## src/rtl/mc_core.sv

```systemverilog
// Multi-cycle RV32I-subset core: one FSM state per cycle, with waits only in the
// FETCH and MEM handshakes. Stops in TRAP on any undecodable instruction.
module mc_core #(
    parameter int              XLEN     = 32,
    parameter int              NREGS    = 32,
    parameter logic [XLEN-1:0] RESET_PC = '0,
    parameter int              CNT_W    = 32
) (
    input  logic             clk,
    input  logic             rst,
    output logic             imem_req,
    output logic [XLEN-1:0]  imem_addr,
    input  logic             imem_ready,
    input  logic [31:0]      imem_rdata,
    output logic             dmem_req,
    output logic             dmem_we,
    output logic [XLEN-1:0]  dmem_addr,
    output logic [XLEN-1:0]  dmem_wdata,
    input  logic             dmem_ready,
    input  logic [XLEN-1:0]  dmem_rdata,
    output logic             halted,
    output logic [CNT_W-1:0] instret
);
    localparam int AW = $clog2(NREGS);

    typedef enum logic [2:0] {S_FETCH, S_DECODE, S_EXEC, S_MEM, S_WB, S_TRAP} state_e;
    typedef enum logic [3:0] {
        OP_ADD, OP_SUB, OP_AND, OP_OR, OP_XOR, OP_SLT, OP_ADDI,
        OP_LW, OP_SW, OP_BEQ, OP_BNE, OP_ILL
    } op_e;

    state_e            state_q, state_d;
    logic [XLEN-1:0]   pc_q, pc_d;
    logic [31:0]       ir_q, ir_d;
    logic [XLEN-1:0]   a_q, a_d, b_q, b_d, imm_q, imm_d, res_q, res_d;
    logic [CNT_W-1:0]  cnt_q, cnt_d;
    logic [XLEN-1:0]   regs_q [NREGS];
    logic              rf_we;

    logic [6:0] opc, f7;
    logic [2:0] f3;
    logic [4:0] rd, rs1, rs2;
    op_e        op;
    logic       use_rd, use_rs1, use_rs2, bad_reg, taken;
    logic [XLEN-1:0] imm_i, imm_s, imm_b;

    assign opc = ir_q[6:0];
    assign rd  = ir_q[11:7];
    assign f3  = ir_q[14:12];
    assign rs1 = ir_q[19:15];
    assign rs2 = ir_q[24:20];
    assign f7  = ir_q[31:25];

    assign imm_i = {{(XLEN-12){ir_q[31]}}, ir_q[31:20]};
    assign imm_s = {{(XLEN-12){ir_q[31]}}, ir_q[31:25], ir_q[11:7]};
    assign imm_b = {{(XLEN-13){ir_q[31]}}, ir_q[31], ir_q[7], ir_q[30:25], ir_q[11:8], 1'b0};

    // ir_q is stable from DECODE until the next fetch, so decode stays combinational.
    always_comb begin
        op      = OP_ILL;
        use_rd  = 1'b0;
        use_rs1 = 1'b0;
        use_rs2 = 1'b0;
        case (opc)
            7'b0110011: begin
                use_rd  = 1'b1;
                use_rs1 = 1'b1;
                use_rs2 = 1'b1;
                case ({f7, f3})
                    10'b0000000_000: op = OP_ADD;
                    10'b0100000_000: op = OP_SUB;
                    10'b0000000_111: op = OP_AND;
                    10'b0000000_110: op = OP_OR;
                    10'b0000000_100: op = OP_XOR;
                    10'b0000000_010: op = OP_SLT;
                    default:         op = OP_ILL;
                endcase
            end
            7'b0010011: begin
                use_rd  = 1'b1;
                use_rs1 = 1'b1;
                if (f3 == 3'b000) op = OP_ADDI;
            end
            7'b0000011: begin
                use_rd  = 1'b1;
                use_rs1 = 1'b1;
                if (f3 == 3'b010) op = OP_LW;
            end
            7'b0100011: begin
                use_rs1 = 1'b1;
                use_rs2 = 1'b1;
                if (f3 == 3'b010) op = OP_SW;
            end
            7'b1100011: begin
                use_rs1 = 1'b1;
                use_rs2 = 1'b1;
                if (f3 == 3'b000) op = OP_BEQ;
                else if (f3 == 3'b001) op = OP_BNE;
            end
            default: op = OP_ILL;
        endcase
    end

    // Only the fields an instruction actually uses as register indices are range-checked.
    assign bad_reg = (use_rd  && ({1'b0, rd}  >= 6'(NREGS))) ||
                     (use_rs1 && ({1'b0, rs1} >= 6'(NREGS))) ||
                     (use_rs2 && ({1'b0, rs2} >= 6'(NREGS)));

    assign taken = (op == OP_BEQ) ? (a_q == b_q) : (a_q != b_q);

    always_comb begin
        state_d = state_q;
        pc_d    = pc_q;
        ir_d    = ir_q;
        a_d     = a_q;
        b_d     = b_q;
        imm_d   = imm_q;
        res_d   = res_q;
        cnt_d   = cnt_q;
        rf_we   = 1'b0;
        case (state_q)
            S_FETCH: begin
                if (imem_ready) begin
                    ir_d    = imem_rdata;
                    state_d = S_DECODE;
                end
            end
            S_DECODE: begin
                if (op == OP_ILL || bad_reg) begin
                    state_d = S_TRAP;
                end else begin
                    a_d     = regs_q[rs1[AW-1:0]];
                    b_d     = regs_q[rs2[AW-1:0]];
                    imm_d   = (op == OP_SW) ? imm_s :
                              (op == OP_BEQ || op == OP_BNE) ? imm_b : imm_i;
                    state_d = S_EXEC;
                end
            end
            S_EXEC: begin
                case (op)
                    OP_ADD:  res_d = a_q + b_q;
                    OP_SUB:  res_d = a_q - b_q;
                    OP_AND:  res_d = a_q & b_q;
                    OP_OR:   res_d = a_q | b_q;
                    OP_XOR:  res_d = a_q ^ b_q;
                    OP_SLT:  res_d = {{(XLEN-1){1'b0}}, $signed(a_q) < $signed(b_q)};
                    OP_ADDI, OP_LW, OP_SW: res_d = a_q + imm_q;
                    default: res_d = res_q;
                endcase
                if (op == OP_BEQ || op == OP_BNE) begin
                    pc_d    = taken ? pc_q + imm_q : pc_q + XLEN'(4);
                    cnt_d   = cnt_q + CNT_W'(1);
                    state_d = S_FETCH;
                end else if (op == OP_LW || op == OP_SW) begin
                    state_d = S_MEM;
                end else begin
                    state_d = S_WB;
                end
            end
            S_MEM: begin
                if (dmem_ready) begin
                    if (op == OP_SW) begin
                        pc_d    = pc_q + XLEN'(4);
                        cnt_d   = cnt_q + CNT_W'(1);
                        state_d = S_FETCH;
                    end else begin
                        res_d   = dmem_rdata;
                        state_d = S_WB;
                    end
                end
            end
            S_WB: begin
                rf_we   = 1'b1;
                pc_d    = pc_q + XLEN'(4);
                cnt_d   = cnt_q + CNT_W'(1);
                state_d = S_FETCH;
            end
            S_TRAP:  state_d = S_TRAP;
            default: state_d = S_FETCH;
        endcase
    end

    always_ff @(posedge clk or negedge rst) begin
        if (!rst) begin
            state_q <= S_FETCH;
            pc_q    <= RESET_PC;
            ir_q    <= '0;
            a_q     <= '0;
            b_q     <= '0;
            imm_q   <= '0;
            res_q   <= '0;
            cnt_q   <= '0;
        end else begin
            state_q <= state_d;
            pc_q    <= pc_d;
            ir_q    <= ir_d;
            a_q     <= a_d;
            b_q     <= b_d;
            imm_q   <= imm_d;
            res_q   <= res_d;
            cnt_q   <= cnt_d;
        end
    end

    // x0 is never written, so its entry stays at its reset value of zero.
    always_ff @(posedge clk or negedge rst) begin
        if (!rst) begin
            for (int i = 0; i < NREGS; i++) regs_q[i] <= '0;
        end else if (rf_we && rd != 5'd0) begin
            regs_q[rd[AW-1:0]] <= res_q;
        end
    end

    // Requests are gated by rst so an in-flight handshake drops the moment reset asserts.
    assign imem_req   = rst && (state_q == S_FETCH);
    assign dmem_req   = rst && (state_q == S_MEM);
    assign dmem_we    = dmem_req && (op == OP_SW);
    assign imem_addr  = pc_q;
    assign dmem_addr  = res_q;
    assign dmem_wdata = b_q;
    assign halted     = (state_q == S_TRAP);
    assign instret    = cnt_q;

endmodule

```

## config.mk

```make
export PLATFORM = sky130hd
export DESIGN_NAME = mc_core
export DESIGN_NICKNAME = d
export VERILOG_FILES = /design/src/rtl/mc_core.sv
export SDC_FILE = /design/constraint.sdc
export NUM_CORES = 2
export LEC_CHECK = 0
export ABC_CLOCK_PERIOD_IN_PS = 10700
export CORE_ASPECT_RATIO = 0.7
export CORE_UTILIZATION = 50
export DETAILED_ROUTE_END_ITERATION = 10
export MAX_ROUTING_LAYER = met4
export PLACE_DENSITY_LB_ADDON = 0.3
export RECOVER_POWER = 25
export SKIP_LAST_GASP = 1
export SYNTH_ARGS = -nofsm -noshare
export SYNTH_HDL_FRONTEND = slang
export SYNTH_SLANG_ARGS = --single-unit
export TNS_END_PERCENT = 50
```

## constraint.sdc

```tcl
create_clock -name clk -period 10.7 [get_ports clk]
set_input_delay 2.14 -clock clk [delete_from_list [all_inputs] [get_ports clk]]
set_output_delay 2.14 -clock clk [all_outputs]
set_load 0.01 [all_outputs]
```

# Word-level counts from Yosys, hierarchy flattened
# Cells that the tools add are included.
# op_classes
reduce_logical,20
n_addsub,6
muxes,40
order_cmp,5
bitwise,7
eq_ne,36
# op_table
cell,count
bitwise mux 1024 bit,1
2-to-1 mux 32 bit,14
binary-select mux 32 bit (select 5 bit),2
one-hot mux 32 bit (7 select lines),1
one-hot mux 32 bit (3 select lines),2
demux 32 bit (select 5 bit),1
adder 32 bit,3
one-hot mux 32 bit (2 select lines),1
"adder 32 x 1 -> 32 bit, second input constant",1
"adder 32 x 3 -> 32 bit, second input constant",1
bitwise AND 32 bit,1
== test 32 bit,1
less-than comparator 32 bit,1
!= test 32 bit,1
bitwise OR 32 bit,1
subtractor 32 bit,1
XOR 32 bit,1
"== test 10 x 3 -> 1 bit, second input constant",3
2-to-1 mux 12 bit,2
one-hot mux 4 bit (6 select lines),1
one-hot mux 4 bit (5 select lines),1
">= comparator 6 bit, second input constant",3
2-to-1 mux 3 bit,6
NOT 5 -> 6 bit,3
33 further kinds,61
# totals
regBits,1232
in_bits,68
elab_cells,154
out_inout_bits,132

# Depth between registers and ports, before layout
# logic_depth
ltp_word,9
mapped_depth,22
mapped_depth_nobuf,20

# Worst setup path after synthesis
# Ideal clock, no wire load.
# synth_timing
path_kind,in2out
startpoint,in rst
endpoint,out dmem_we
t_required_ns,8.560
path_buffers,0
stages,2
arrival_time_ns,2.748
path_slack_ns,5.812
cell_sequence,and2_1 nor4b_1
# synth_between
elab_chain_cells,2
# synth_rtl
element,line_no,source
"start, declared",10,"input logic rst,"
logical AND 1 bit,216,assign dmem_req = rst && (state_q == S_MEM);
logical AND 1 bit,217,assign dmem_we = dmem_req && (op == OP_SW);
"end, declared",16,"output logic dmem_we,"
# No other way between the ends.

# Final worst setup path
# layout_timing
startpoint,reg ir_q[26]
endpoint,"reg res_q[25], in the netlist dmem_addr[25]"
# layout_between
elab_chain_cells,7
elab_cells_between_ends,23
cone_classes,eq/ne: 15; mux: 4; reduce/logical: 4
# layout_rtl
element,line_no,source
"start, declared",34,"logic [31:0] ir_q, ir_d;"
"start signal, assigned",196,ir_q <= ir_d;
== test 10 x 2 -> 1 bit (tied with other cells),69,"case ({f7, f3})"
one-hot mux 4 bit (6 select lines) *,69,
one-hot mux 4 bit (5 select lines) *,64,case (opc)
== test 4 x 3 -> 1 bit or == test 4 bit (tied branches),"140, 162",
OR reduction 3 bit,140,case (op)
one-hot mux 32 bit (7 select lines) or != test 8 x 1 -> 1 bit (tied branches),n/a,
one-hot mux 32 bit (2 select lines) or AND reduction 4 bit (tied branches),n/a,
"end signal, assigned",200,res_q <= res_d;
"end, declared",35,"logic [XLEN-1:0] a_q, a_d, b_q, b_d, imm_q, imm_d, res_q, res_d;"
# Every way passes the cells marked *; elsewhere a longest branch is shown, timed or not.
# A chain may end at the register's enable or synchronous reset.

==> summary.txt <==
Run status
  – Status: finished with violations
  – Failing checks: capacitance limit, slew limit

Critical path
  – Buf/Inv on CP: 2
  – Crit path DAT: 6.85 ns
  – Crit-path slowest cell: nand2_1
  – Critical path startpoint: ir_q[26]$_DFFE_PN0P_
  – CP Capture Type: register
  – Worst endpoint required time: 11.31 ns
  – CP Launch Type: register
  – Cells along the critical path: nor4_1 > nand2_1 > o41a_1 > nand2_1 > buf_4 > o21ai_4 > buf_4 > nand2_1 > o21ai_0 > ha_1 > nand2_1 > o21ai_0 > o211a_1 > o22ai_1 > a211oi_1 > o31ai_1 > nor2b_1 > xnor2_1 > a2111oi_0 > a21oi_1
  – FF-to-FF Start: ir_q[26]$_DFFE_PN0P_
  – Reg2Reg Depth: 20
  – RR Endpoint: dmem_addr[25]$_DFFE_PN0P_
  – Worst path depth: 20
  – Worst setup path end: dmem_addr[25]$_DFFE_PN0P_
  – Top delay family on crit path: compound AO/OA/AOI/OAI gates
  – Most used cell, CP: nand2_1
  – Crit path largest cell delay: 0.68 ns
  – CP Class: register to register
  – Reg2Reg Setup Slack: 4.46 ns
  – CP Max Fanout: 45

STA
  – Worst Tran Pin Value: 4.44 ns
  – Fmax: 160 MHz
  – Clk_skew: 0.0471 ns
  – Pins Over Slew Limit: 724
  – Final TNS setup: 0 ns
  – Final setup vio count: 0
  – Hold Fails Final Rpt: 0
  – Max transition margin: -1.96
  – Min Tclk post-route: 6.24 ns
  – Worst hold slack: 0.395 ns
  – RSZ-0062 raised after global routing: no
  – Fin crit share: 0.584

Synth
  – Syn Inst Count: 5198
  – Number of distinct library cells after synthesis: 87
  – Synthesized area: 0.0701 mm2
  – Async SR Flop Fraction: 1.00
  – Cell taking the most area after synthesis: dfrtp_1
  – Synth Warn #: 0
  – Post-Syn Nets: 5429
  – Synth area leaders: dfrtp_1, mux4_2, mux2_2
  – Main synth FF type: dfrtp_1
  – EDFF count, synth: 0
  – Register area share after synthesis: 0.440
  – Top-count cell post-synth: dfrtp_1
  – Synthesized flop and latch total: 1232
  – Average cell area after synthesis: 13.5 um2
  – Yosys top cell area share: 0.440
  – Most frequent cells after synthesis: dfrtp_1, mux2_2, mux4_2

Clocking
  – CTS Buffer Depth: 3
  – Setup Fix Bufs, Post-CTS: 0
  – H-tree depth: 3
  – Clk sinks: 1232
  – Clock Latency Late Sink: 0.76 ns
  – CTS tree: built
  – CTS root buf: clkbuf_16
  – Post-CTS sizing: 0
  – CTS buffer count: 117
  – Worst-path clk slew: 0.06 ns
  – Hold buffers post-CTS: 0

Drt
  – DR WL/cell: 31.4 um
  – Metal1 wirelength: 94800 um
  – Detailed-route vias per instance: 6.70
  – Drc violations: 0
  – Met2 WL: 97400 um
  – DRT Pass-1 Iters: 6
  – Routed met3 length: 22500 um
  – DR top layer: met4
  – Final WL: 223000 um
  – Initial DRC Count: 5362
  – Via count: 47651
  – Routed Antenna Nets: 0

Global route
  – Largest net degree at the start of global routing: 180
  – Global-route wire length before repair: 329000 um
  – Initial antenna violation count: 5
  – Number of global-route vias before repair: 46712
  – Grt ovf: 0
  – Total track usage: 0.327

Placement
  – Port Buffers: 199
  – Routability Congestion: 1.00
  – HPWL Detailed: 138000 um

Cells and area
  – Area grow syn2layout: 10.9%
  – Final nets: 5387
  – Layout cells sized above 1: 0.381

Power and ir drop
  – Peak supply drop: 0.158 mV
  – Pwr dens: 239 mW/mm2
  – Leakage: 34.5 nW

Floorplanning
  – Core footprint: 0.139 mm2
  – IO Pins: 200
  – Die area: 0.142 mm2
  – Die width: 450 um
  – Die Y-Extent: 315 um
  – Cell row count: 114
  – Initial Utilization: 0.506

Hold path
  – Worst min path class: register to register

Run
  – Max Cap Viol: 23
[registers in the layout (all words and copies together), names as in the netlist]
| register | cells |
|---|---|
| imem_addr | 32 |
| regs_q | 1024 |
| dmem_wdata | 32 |
| dmem_addr | 32 |
| a_q | 32 |
| instret | 32 |
| ir_q | 32 |
| imm_q | 13 |
| state_q | 3 |
[per-stage QoR]
stage | power [W] | util | cells | worst slack, ns | area, um2
detailed placement | 0.0140 | 0.532 | 6893 | 4.63 | 73800
global placement | 0.0138 | 0.532 | 6893 | 4.61 | 73800
floorplan | 0.0115 | - | 5198 | 5.81 | 70100
finish | 0.0186 | 0.561 | 7110 | 4.46 | 77800
CTS | 0.0185 | 0.562 | 7108 | 4.60 | 77900
global route | 0.0194 | 0.561 | 7110 | 3.92 | 77800
[logic make-up after synthesis]
group | share of synthesized area
fa+ha+maj | 0.0294
simple gates | 0.0486
mux | 0.378
flops | 0.440
buf+inv | 0.0324
compound gates | 0.0599
xor+xnor | 0.0115
[cells in the final DEF (no fill, tap or decap), drive strengths merged, types with 13 or more instances in the layout]
cell	count
a211oi	22
a21o	43
a21oi	223
a221oi	14
a22oi	15
and2	14
and3	21
buf	97
bufinv	16
clkbuf	180
clkdlybuf4s50	198
clkinv	22
clkinvlp	13
dfrtp	1232
ha	160
inv	120
mux2	1008
mux2i	77
mux4	640
nand2	207
nand2b	14
nand3	64
nand4	26
nor2	226
nor2b	26
nor3	41
nor4	22
o211ai	30
o21ai	180
o21bai	17
o31ai	25
or3	16
xnor2	60
xor2	32
[worst min path at each step]
stage | start | end | slack (ns) | cells past startpoint
after floorplan | regs_q[1000]$_DFFE_PN0P_ | regs_q[1000]$_DFFE_PN0P_ | 0.44 | 1
after detailed placement | regs_q[1016]$_DFFE_PN0P_ | regs_q[1016]$_DFFE_PN0P_ | 0.38 | 0
final | regs_q[1019]$_DFFE_PN0P_ | regs_q[1019]$_DFFE_PN0P_ | 0.40 | 0
after global placement | regs_q[998]$_DFFE_PN0P_ | regs_q[998]$_DFFE_PN0P_ | 0.38 | 0
after CTS | regs_q[1023]$_DFFE_PN0P_ | regs_q[1023]$_DFFE_PN0P_ | 0.40 | 0
after global routing | regs_q[997]$_DFFE_PN0P_ | regs_q[997]$_DFFE_PN0P_ | 0.41 | 0
[metal layers]
layer,vias to the layer above,GRT usage
met3,439,0.0830
met5,-,-
met1,25294,0.462
li1,19712,-
met4,0,0.109
met2,2206,0.460
[power breakdown]
group,switching (W),internal [W]
registers,0.00121,0.00540
logic,0.00395,0.00345
clock network,0.00195,0.00259
[worst register-to-register path, cell delays in order, from the launching register on]
cell and delay [ns]:
dfrtp_1 0.40, nor4_1 0.40, nand2_1 0.23, o41a_1 0.47, nand2_1 0.07, buf_4 0.50, o21ai_4 0.11, buf_4 0.29
nand2_1 0.70, o21ai_0 0.23, ha_1 0.43, nand2_1 0.09, o21ai_0 0.32, o211a_1 0.19, o22ai_1 0.10, a211oi_1 0.59
o31ai_1 0.20, nor2b_1 0.19, xnor2_1 0.12, a2111oi_0 0.40, a21oi_1 0.11
[cell type report]
| type | count | area, um2 |
|---|---|---|
| Sequential cell | 1232 | 30900 |
| Multi-Input combinational cell | 3374 | 37100 |
| Tap cell | 1856 | 2320 |
| Clock buffer | 159 | 3360 |
| Timing Repair Buffer | 316 | 2880 |
| Antenna cell | 2 | 5.00 |
| Fill cell | 11143 | 60900 |
| Inverter | 115 | 432 |
| Clock inverter | 56 | 802 |
Power figures use the tool's default switching activity.
